===== config.mk =====
export PLATFORM = sky130hd
export DESIGN_NAME = window_fetch
export DESIGN_NICKNAME = d
export VERILOG_FILES = /design/src/rtl/window_fetch_pkg.sv /design/src/rtl/window_fetch_row_regs.sv /design/src/rtl/window_fetch.sv
export SDC_FILE = /design/constraint.sdc
export NUM_CORES = 1
export LEC_CHECK = 0
export CAP_MARGIN = 20
export CORE_UTILIZATION = 47
export DETAILED_ROUTE_END_ITERATION = 10
export PLACE_DENSITY = 0.81
export SYNTH_ARGS = -nofsm -noshare
export SYNTH_HDL_FRONTEND = slang
export SYNTH_SLANG_ARGS = --single-unit

===== constraint.sdc =====
create_clock -name clk -period 3 [get_ports clk]
set_input_delay 0.45 -clock clk [delete_from_list [all_inputs] [get_ports clk]]
set_output_delay 0.45 -clock clk [all_outputs]
set_load 0.01 [all_outputs]

===== src/rtl/window_fetch_pkg.sv =====
// rtl/window_fetch_pkg.sv - shared types and constants for the window fetch block
package window_fetch_pkg;

  // One signed pixel; four of them are packed into each 32-bit buffer word
  typedef logic signed [7:0] int8_t;

  // Number of image rows covered by one window
  localparam int WIN_ROWS = 4;

  // Pixels packed into one 32-bit activation-buffer word
  localparam int PIX_PER_WORD = 4;

  // Width of the row index within a window
  localparam int ROW_IDX_W = $clog2(WIN_ROWS);

  typedef enum logic [2:0] {
    ST_IDLE      = 3'd0,
    ST_READ      = 3'd1,
    ST_CAPTURE   = 3'd2,
    ST_LAUNCH    = 3'd3,
    ST_WAIT_DONE = 3'd4,
    ST_NEXT      = 3'd5,
    ST_FIN       = 3'd6
  } fetch_state_t;

endpackage


===== src/rtl/window_fetch_row_regs.sv =====
// rtl/window_fetch_row_regs.sv - four-row window register file written by row index
module window_row_regs
  import window_fetch_pkg::*;
(
  input  logic                 clk,
  input  logic                 reset,
  input  logic                 wr_en,
  input  logic [ROW_IDX_W-1:0] wr_idx,
  input  logic [31:0]          wr_data,
  output logic [31:0]          row0,
  output logic [31:0]          row1,
  output logic [31:0]          row2,
  output logic [31:0]          row3
);

  logic [31:0] rows [WIN_ROWS];

  // Each returning read word lands in the row slot of the read that fetched it
  always_ff @(posedge clk) begin
    if (reset) begin
      for (int i = 0; i < WIN_ROWS; i++) begin
        rows[i] <= '0;
      end
    end else if (wr_en) begin
      rows[wr_idx] <= wr_data;
    end
  end

  assign row0 = rows[0];
  assign row1 = rows[1];
  assign row2 = rows[2];
  assign row3 = rows[3];

endmodule


===== src/rtl/window_fetch.sv =====
// rtl/window_fetch.sv - fetches 4-row windows from the activation buffer and launches the sliding-window stage
module window_fetch
  import window_fetch_pkg::*;
#(
  parameter int W_WORDS = 4,
  parameter int IMG_H   = 8,
  parameter int ADDR_W  = 16
) (
  input  logic              clk,
  input  logic              reset,
  input  logic              start,
  output logic              mem_re,
  output logic [ADDR_W-1:0] mem_addr,
  input  logic [31:0]       mem_rdata,
  output logic [31:0]       A0_in,
  output logic [31:0]       A1_in,
  output logic [31:0]       A2_in,
  output logic [31:0]       A3_in,
  output logic              sw_start,
  input  logic              sw_done,
  output logic              busy,
  output logic              frame_done
);

  // Reject parameter sets whose frame does not fit the address space or cannot hold a window
  if (IMG_H < WIN_ROWS || W_WORDS < 1 ||
      (64'(IMG_H) * 64'(W_WORDS)) > (64'd1 << ADDR_W)) begin : g_bad_params
    $error("window_fetch: illegal W_WORDS/IMG_H/ADDR_W combination");
  end

  localparam logic [ADDR_W-1:0]    W_A    = ADDR_W'(W_WORDS);
  localparam logic [ADDR_W-1:0]    LAST_R = ADDR_W'(IMG_H - WIN_ROWS);
  localparam logic [ADDR_W-1:0]    LAST_C = ADDR_W'(W_WORDS - 1);
  localparam logic [ADDR_W-1:0]    ONE_A  = ADDR_W'(1);
  localparam logic [ROW_IDX_W-1:0] LAST_K = ROW_IDX_W'(WIN_ROWS - 1);
  localparam logic [ROW_IDX_W-1:0] ONE_K  = ROW_IDX_W'(1);

  fetch_state_t         state;
  logic [ADDR_W-1:0]    r;
  logic [ADDR_W-1:0]    c;
  logic [ROW_IDX_W-1:0] k;
  logic                 sw_done_q;
  logic                 rd_valid;
  logic [ROW_IDX_W-1:0] rd_idx;

  // Word address of row kk of the window whose top-left word is (rr, cc)
  function automatic logic [ADDR_W-1:0] word_addr(input logic [ADDR_W-1:0]    rr,
                                                  input logic [ROW_IDX_W-1:0] kk,
                                                  input logic [ADDR_W-1:0]    cc);
    return (rr + ADDR_W'(kk)) * W_A + cc;
  endfunction

  // Window sequencer; all outputs are registered alongside the state so they switch with it
  always_ff @(posedge clk) begin
    if (reset) begin
      state      <= ST_IDLE;
      r          <= '0;
      c          <= '0;
      k          <= '0;
      mem_re     <= 1'b0;
      mem_addr   <= '0;
      sw_start   <= 1'b0;
      busy       <= 1'b0;
      frame_done <= 1'b0;
      sw_done_q  <= 1'b0;
      rd_valid   <= 1'b0;
      rd_idx     <= '0;
    end else begin
      sw_done_q <= sw_done;
      // Data returns one cycle after the read, so remember which row it belongs to
      rd_valid  <= mem_re;
      rd_idx    <= k;
      case (state)
        ST_IDLE: begin
          if (start) begin
            state    <= ST_READ;
            r        <= '0;
            c        <= '0;
            k        <= '0;
            mem_re   <= 1'b1;
            mem_addr <= word_addr('0, '0, '0);
            busy     <= 1'b1;
          end
        end
        ST_READ: begin
          if (k == LAST_K) begin
            state    <= ST_CAPTURE;
            k        <= '0;
            mem_re   <= 1'b0;
            mem_addr <= '0;
          end else begin
            k        <= k + ONE_K;
            mem_addr <= word_addr(r, k + ONE_K, c);
          end
        end
        ST_CAPTURE: begin
          // The last row is written at the end of this cycle
          state    <= ST_LAUNCH;
          sw_start <= 1'b1;
        end
        ST_LAUNCH: begin
          state    <= ST_WAIT_DONE;
          sw_start <= 1'b0;
        end
        ST_WAIT_DONE: begin
          // A level left high from the previous window is not a new completion
          if (sw_done && !sw_done_q) begin
            state <= ST_NEXT;
          end
        end
        ST_NEXT: begin
          if (r == LAST_R && c == LAST_C) begin
            state      <= ST_FIN;
            frame_done <= 1'b1;
          end else begin
            state  <= ST_READ;
            k      <= '0;
            mem_re <= 1'b1;
            if (c == LAST_C) begin
              c        <= '0;
              r        <= r + ONE_A;
              mem_addr <= word_addr(r + ONE_A, '0, '0);
            end else begin
              c        <= c + ONE_A;
              mem_addr <= word_addr(r, '0, c + ONE_A);
            end
          end
        end
        ST_FIN: begin
          state      <= ST_IDLE;
          frame_done <= 1'b0;
          busy       <= 1'b0;
        end
        default: begin
          state <= ST_IDLE;
        end
      endcase
    end
  end

  window_row_regs u_rows (
    .clk     (clk),
    .reset   (reset),
    .wr_en   (rd_valid),
    .wr_idx  (rd_idx),
    .wr_data (mem_rdata),
    .row0    (A0_in),
    .row1    (A1_in),
    .row2    (A2_in),
    .row3    (A3_in)
  );

endmodule


## Word-level counts from Yosys, hierarchy flattened

Memories as Yosys holds them, arrays and structs flattened.
Index checks and enable logic that the tools add are counted.

| storage, ports and cells | value |
|---|---|
| bits of input ports | 36 |
| output and inout port bits | 148 |
| memories | 1 |
| logic and storage cells | 87 |
| RAM bits | 128 |
| register bits after elaboration | 61 |

| operators by class | value |
|---|---|
| muxes and demuxes | 36 |
| reduce and logical (&&, ||, !) cells | 17 |
| eq/ne operators | 15 |
| $add $sub $neg | 6 |

Memory list:

| memory | words | bits a word | read ports | clocked after Yosys merged registers in | write ports | RTL line | text |
|---|---|---|---|---|---|---|---|
| u_rows.rows | 4 | 32 | 4 | 0 | 4 | window_fetch_row_regs.sv:16 | `logic [31:0] rows [WIN_ROWS];` |

Operator list:

| cell | count |
|---|---|
| two-way mux 16 bit | 8 |
| case mux 16 bit (2 select lines) | 2 |
| case mux 16 bit (3 select lines) | 1 |
| adder 16 x 1 -> 16 bit (second input constant) | 2 |
| adder 16 bit | 2 |
| two-way mux 32 bit | 1 |
| OR reduction 32 bit | 1 |
| case mux 3 bit (6 select lines) | 1 |
| equality test 16 x 2 -> 1 bit (second input constant) | 1 |
| equality test 16 x 3 -> 1 bit (second input constant) | 1 |
| adder 14 x 2 -> 14 bit | 1 |
| two-way mux 3 bit | 4 |
| inequality test 2 bit (second input constant) | 6 |
| two-way mux 1 bit | 10 |
| equality test 3 bit (second input constant) | 3 |
| AND reduction 3 bit | 3 |
| two-way mux 2 bit | 4 |
| AND reduction 4 bit | 2 |
| nonzero test 2 bit | 4 |
| equality test 3 x 2 -> 1 bit (second input constant) | 2 |
| case mux 1 bit (2 select lines) | 3 |
| case mux 2 bit (3 select lines) | 1 |
| AND reduction 2 bit | 2 |
| equality test 3 x 1 -> 1 bit (second input constant) | 1 |
| other kinds (7) | 8 |

## Depth between registers and ports, before layout

| logic depth | value |
|---|---|
| word-level depth | 5 |
| mapped depth | 15 |

## By module

A second synthesis with hierarchy kept.

| second synthesis, totals | value |
|---|---|
| cells, all modules | 871 |
| area total of the unflattened synthesis | 9,451.6 µm² |

Modules (own cells, without submodules):

| module | cells an instance | times used | area an instance (µm²) |
|---|---|---|---|
| window_row_regs | 286 | 1 | 4,849.7 |
| window_fetch | 585 | 1 | 4,601.9 |

## Worst setup path before layout

No wires, ideal clock.

| timing path | value |
|---|---|
| path type | reg2reg |
| from | register c[0] |
| to | register mem_addr[14] |
| path slack | -0.315 ns |
| path buffers | 1 |
| stages on the path, launching flop included | 16 |
| arrival | 3.183 ns |
| required time | 2.868 ns |
| library setup time | 0.132 ns |
| period minus slack after synthesis | 3.315 ns |
| path through | dfxtp_1 -> ha_1 -> and3_1 -> and4_1 -> and3_1 -> clkbuf_1 -> nand3_1 -> xnor2_1 -> ha_1 -> and2_1 -> a311oi_1 -> o21ai_0 -> a21oi_1 -> mux2i_1 -> a221oi_1 -> a21oi_1 |

| on the way | value |
|---|---|
| word-level cells in the longest chain between the ends | 5 |

RTL lines:

| what | RTL line | text |
|---|---|---|
| start, declared | window_fetch.sv:40 | `logic [ADDR_W-1:0] c;` |
| start signal, assigned | window_fetch.sv:124 | `c <= c + ONE_A;` |
| adder 16 x 1 -> 16 bit | window_fetch.sv:125 | `mem_addr <= word_addr(r, '0, c + ONE_A);` |
| adder 16 bit | window_fetch.sv:50 | `return (rr + ADDR_W'(kk)) * W_A + cc;` |
| two-way mux 16 bit | window_fetch.sv:119 | `if (c == LAST_C) begin` |
| two-way mux 16 bit | window_fetch.sv:112 | `if (r == LAST_R && c == LAST_C) begin` |
| case mux 16 bit (3 select lines) | window_fetch.sv:73 | `case (state)` |
| end signal, assigned | window_fetch.sv:81 | `mem_addr <= word_addr('0, '0, '0);` |
| end signal, assigned | window_fetch.sv:122 | `mem_addr <= word_addr(r + ONE_A, '0, '0);` |
| end signal, assigned | window_fetch.sv:125 |  |
| end, declared | window_fetch.sv:13 | `output logic [ADDR_W-1:0] mem_addr,` |

Parallel ways exist; a longest one is shown, timed or not. The select of a mux whose other input is x is not followed.
A chain may end at the register's enable or synchronous reset.

## Final worst setup path

| timing path | value |
|---|---|
| from | register k[0] |
| to | register mem_addr[14] |

| on the way | value |
|---|---|
| word-level cells in the longest chain between the ends | 5 |

RTL lines:

| what | RTL line | text |
|---|---|---|
| start, declared | window_fetch.sv:41 | `logic [ROW_IDX_W-1:0] k;` |
| start signal, assigned | window_fetch.sv:92 | `k <= k + ONE_K;` |
| adder 2 x 1 -> 2 bit | window_fetch.sv:93 | `mem_addr <= word_addr(r, k + ONE_K, c);` |
| adder 14 x 2 -> 14 bit | window_fetch.sv:50 |  |
| adder 16 bit | window_fetch.sv:50 |  |
| two-way mux 16 bit * | window_fetch.sv:86 | `if (k == LAST_K) begin` |
| case mux 16 bit (3 select lines) * | window_fetch.sv:73 |  |
| end signal, assigned | window_fetch.sv:81 |  |
| end signal, assigned | window_fetch.sv:93 |  |
| end signal, assigned | window_fetch.sv:122 |  |

Mark *: on every way between the ends. The rest lies on a longest branch, timed or not.

==> flow_metrics.env <==
export IMPL_hpwlAfterDp_microns=19500
export IMPL_powerDensity_nw_per_um2=452
export IMPL_antenna_cells=0
export IMPL_synthDistinctLibCells=60
export IMPL_dieWidth_microns=144
export IMPL_numCtsBuffers=17
export IMPL_failed_checks="setup timing"
export IMPL_synthFlopType="edfxtp_1"
export IMPL_syn_avg_cell_area_sq_um=10.6
export IMPL_pwr_share_seq_pct=49.3
export IMPL_holdCritPathClass="reg -> reg"
export IMPL_synth_cells=898
export IMPL_rsz0062_at_grt="true"
export IMPL_dieArea_sq_um=20700
export IMPL_grt_overflow=0
export IMPL_vdd_ir_drop_max_mv=0.409
export IMPL_cap_violations=0
export IMPL_fin_skew_ns=0.0170
export IMPL_start_util_pct=48.4
export IMPL_portBuffers=183
export IMPL_postPlaceCellArea_sq_um=12100
export IMPL_p_int_w=0.00434
export IMPL_synth_nets=970
export IMPL_root_buffer="clkbuf_16"
export IMPL_wl_microns=27900
export IMPL_fin_nets=1217
export IMPL_finalPower_w=0.00594
export IMPL_rows=51
export IMPL_cts_tree="built"
export IMPL_synthArstFlopShare_pct=0
export IMPL_yosys_area_top_type="edfxtp_1"
export IMPL_avgViaCountPerCell=5.62
export IMPL_synth_seq_area_share_pct=53.4
export IMPL_drc=0
export IMPL_fillers=1431
export IMPL_crit_fanout=3
export IMPL_cts_path_max_buffers=2
export IMPL_min_period_over_period_pct=107
export IMPL_worst_setup_path_end_kind="register"
export IMPL_pin_count=184
export IMPL_grtUsageTotal_pct=26.8
export IMPL_worstSkewPairLatency_ns=0.45
export IMPL_ys_ff_latch=189
export IMPL_status="complete, but fails checks"
export IMPL_core_sq_um=19600
export IMPL_finalWorstSetupSlack_ns=-0.215
export IMPL_slew_headroom_pct=27.5
export IMPL_power_switching_w=0.00160
export IMPL_timing_fmax_mhz=311
export IMPL_vias=7996
export IMPL_fin_hold_ws_ns=0.476
export IMPL_slew_violations=0
export IMPL_area_growth_pct=38.7
export IMPL_required_ns=3.32
export IMPL_cts_sinks=189
export IMPL_drt_first_pass_iters=5
export IMPL_first_iter_violations=712
export IMPL_grt_antenna_before_repair=0
export IMPL_swShare_pct=27.0
export IMPL_synth_edff_count=128
export IMPL_drive_gt1_share_pct=16.8
export IMPL_drtAntennaViolNets=0
export IMPL_syn_area_sq_um=9480
export IMPL_grt_pass1_wl_microns=41500
export IMPL_yosys_area_top_type_share_pct=40.6
export IMPL_setup_violations=6
export IMPL_cp_start_kind="register"
export IMPL_finalHoldViolations=0
export IMPL_power_frac_comb_pct=10.2
export IMPL_period_needed_ns=3.21
export IMPL_synth_area_leaders="edfxtp_1 (41%), dfxtp_1 (13%), and2_1 (8.8%), ha_1 (4.4%), a21oi_1 (3.2%)"
export IMPL_worstPathArrival_ns=3.53
export IMPL_routedWlPerCell_microns=19.6
export IMPL_first_global_vias=7617
export IMPL_die_h_microns=144
export IMPL_ys_warn_count=0
export IMPL_grt_max_degree=36
export IMPL_p_leak_nw=5.17
export IMPL_gp_congestion=0.977
export IMPL_clkTransAtPathRegs_ns=0.08
export IMPL_critPathKind="reg -> reg"
export IMPL_fin_area_sq_um=13100
export IMPL_ctsHtreeMaxLevel=4
export IMPL_clock_power_share_pct=40.5
export IMPL_tightest_slew_ns=1.09
## worst max-delay path, cell delays in order, from the launching register on
cell	delay (ns)
dfxtp_4	0.37
ha_4	0.27
inv_2	0.03
fa_2	0.37
nor2b_4	0.17
nand4_1	0.17
xnor2_2	0.20
ha_1	0.33
a21o_1	0.21
a21o_1	0.15
a21o_1	0.16
a221oi_2	0.30
a211oi_2	0.10
a31oi_1	0.16
a21oi_1	0.10
## state kept, by name, summed over array words and instances, names as in the netlist
signal       cells
mem_addr        16
mem_re           1
busy             1
sw_done_q        1
c               16
u_rows.rows    128
sw_start         1
r               16
frame_done       1
state            3
rd_idx           2
rd_valid         1
k                2
## layout make-up
class                      count  area [sq um]  share of cell area, %
clock inverter                15           223                   1.69
clock buffer                  17           425                   3.24
timing repair buffer         276          2540                   19.3
multi-input combinational    641          4470                   34.0
inverter                      20          77.6                  0.590
tap                          265           332                   2.52
sequential                   189          5080                   38.7
## cells by family (layout without fill, tap and decap cells)
kind of cell | count (synthesis) | in the layout | share of synthesized area [%]
DFF | 189 | 189 | 53.4
and+or+nand+nor | 361 | 361 | 21.0
adders and majority gates | 36 | 36 | 4.99
buffers and inverters | 68 | 328 | 2.96
muxes | 3 | 3 | 0.330
xor gates and xnor gates | 51 | 51 | 4.71
AOI/OAI and AO/OA | 190 | 190 | 12.5
## through the flow
stage               setup WS (ns)  util, %  TNS, ns  cells
floorplan                 -0.0154        -  -0.0154    898
global placement           -0.108     62.0   -0.160   1380
detailed placement         -0.163     62.0   -0.314   1380
CTS                       -0.0657     65.7   -0.180   1414
global route               -0.308     67.1    -1.59   1423
finish                     -0.215     67.1   -0.721   1423
## what timing repair did
item | in CTS | in global routing
hold buffers | 0 | 0
pin swaps | 11 | 33
buffers inserted | 2 | 9
gates resized for setup | 18 | 43
setup endpoints to repair | 5 | 9
## power groups by stage
stage                     sequential (W)  combinational, W  clock (W)
final                            0.00293          0.000607    0.00241
after global routing             0.00294          0.000652    0.00252
after CTS                        0.00293          0.000608    0.00242
after detailed placement         0.00299          0.000605          0
after global placement           0.00298          0.000592          0
after floorplan                  0.00302          0.000203          0
## synthesized netlist by cell type (3+ instances only)
cell type	count
buf_2	14
nor2b_1	9
xor2_1	20
clkbuf_1	33
nor2_1	72
ha_1	33
o211ai_1	3
a211oi_1	7
and2_1	134
or2_2	3
nand3_1	16
xnor2_1	31
nand2b_1	9
nand4_1	8
or3_1	11
nor4_1	3
nand3b_1	11
nand2_1	46
a221oi_1	7
a21o_1	13
and3_1	14
a31oi_1	11
a22oi_1	11
o21ai_0	47
edfxtp_1	128
o21bai_1	3
fa_1	3
inv_1	20
a21oi_1	61
nor3_1	12
o31ai_1	3
and4_1	4
dfxtp_1	61
## placed cells by master, fill, tap and decap left out, types with 18 or more instances in the layout
master / instances
buf_4: 90
nor2_1: 66
inv_1: 18
xor2_1: 19
xnor2_1: 28
clkdlybuf4s50_1: 182
and2_1: 133
dfxtp_1: 56
nand2_1: 43
a21oi_1: 56
o21ai_0: 39
edfxtp_1: 128
ha_1: 27
## per-layer routing
layer | part of all wire (%) | up-vias | global-route usage, %
met2 | 49 | 403 | 45.6
met4 | 4.1 | 0 | 12.5
met5 | 0 | - | 0
met1 | 38 | 3801 | 31.9
met3 | 8.5 | 80 | 6.19
li1 | - | 3712 | -
## final timing paths
check	startpoint	end	slack [ns]	depth (start not counted)
max	k[0]	mem_addr[14]	-0.21	14
min	busy	busy	0.48	2
max reg2reg	k[0]	mem_addr[14]	-0.21	14
min reg2reg	busy	busy	0.48	2
No activity file was read; power rests on OpenSTA's default activity.
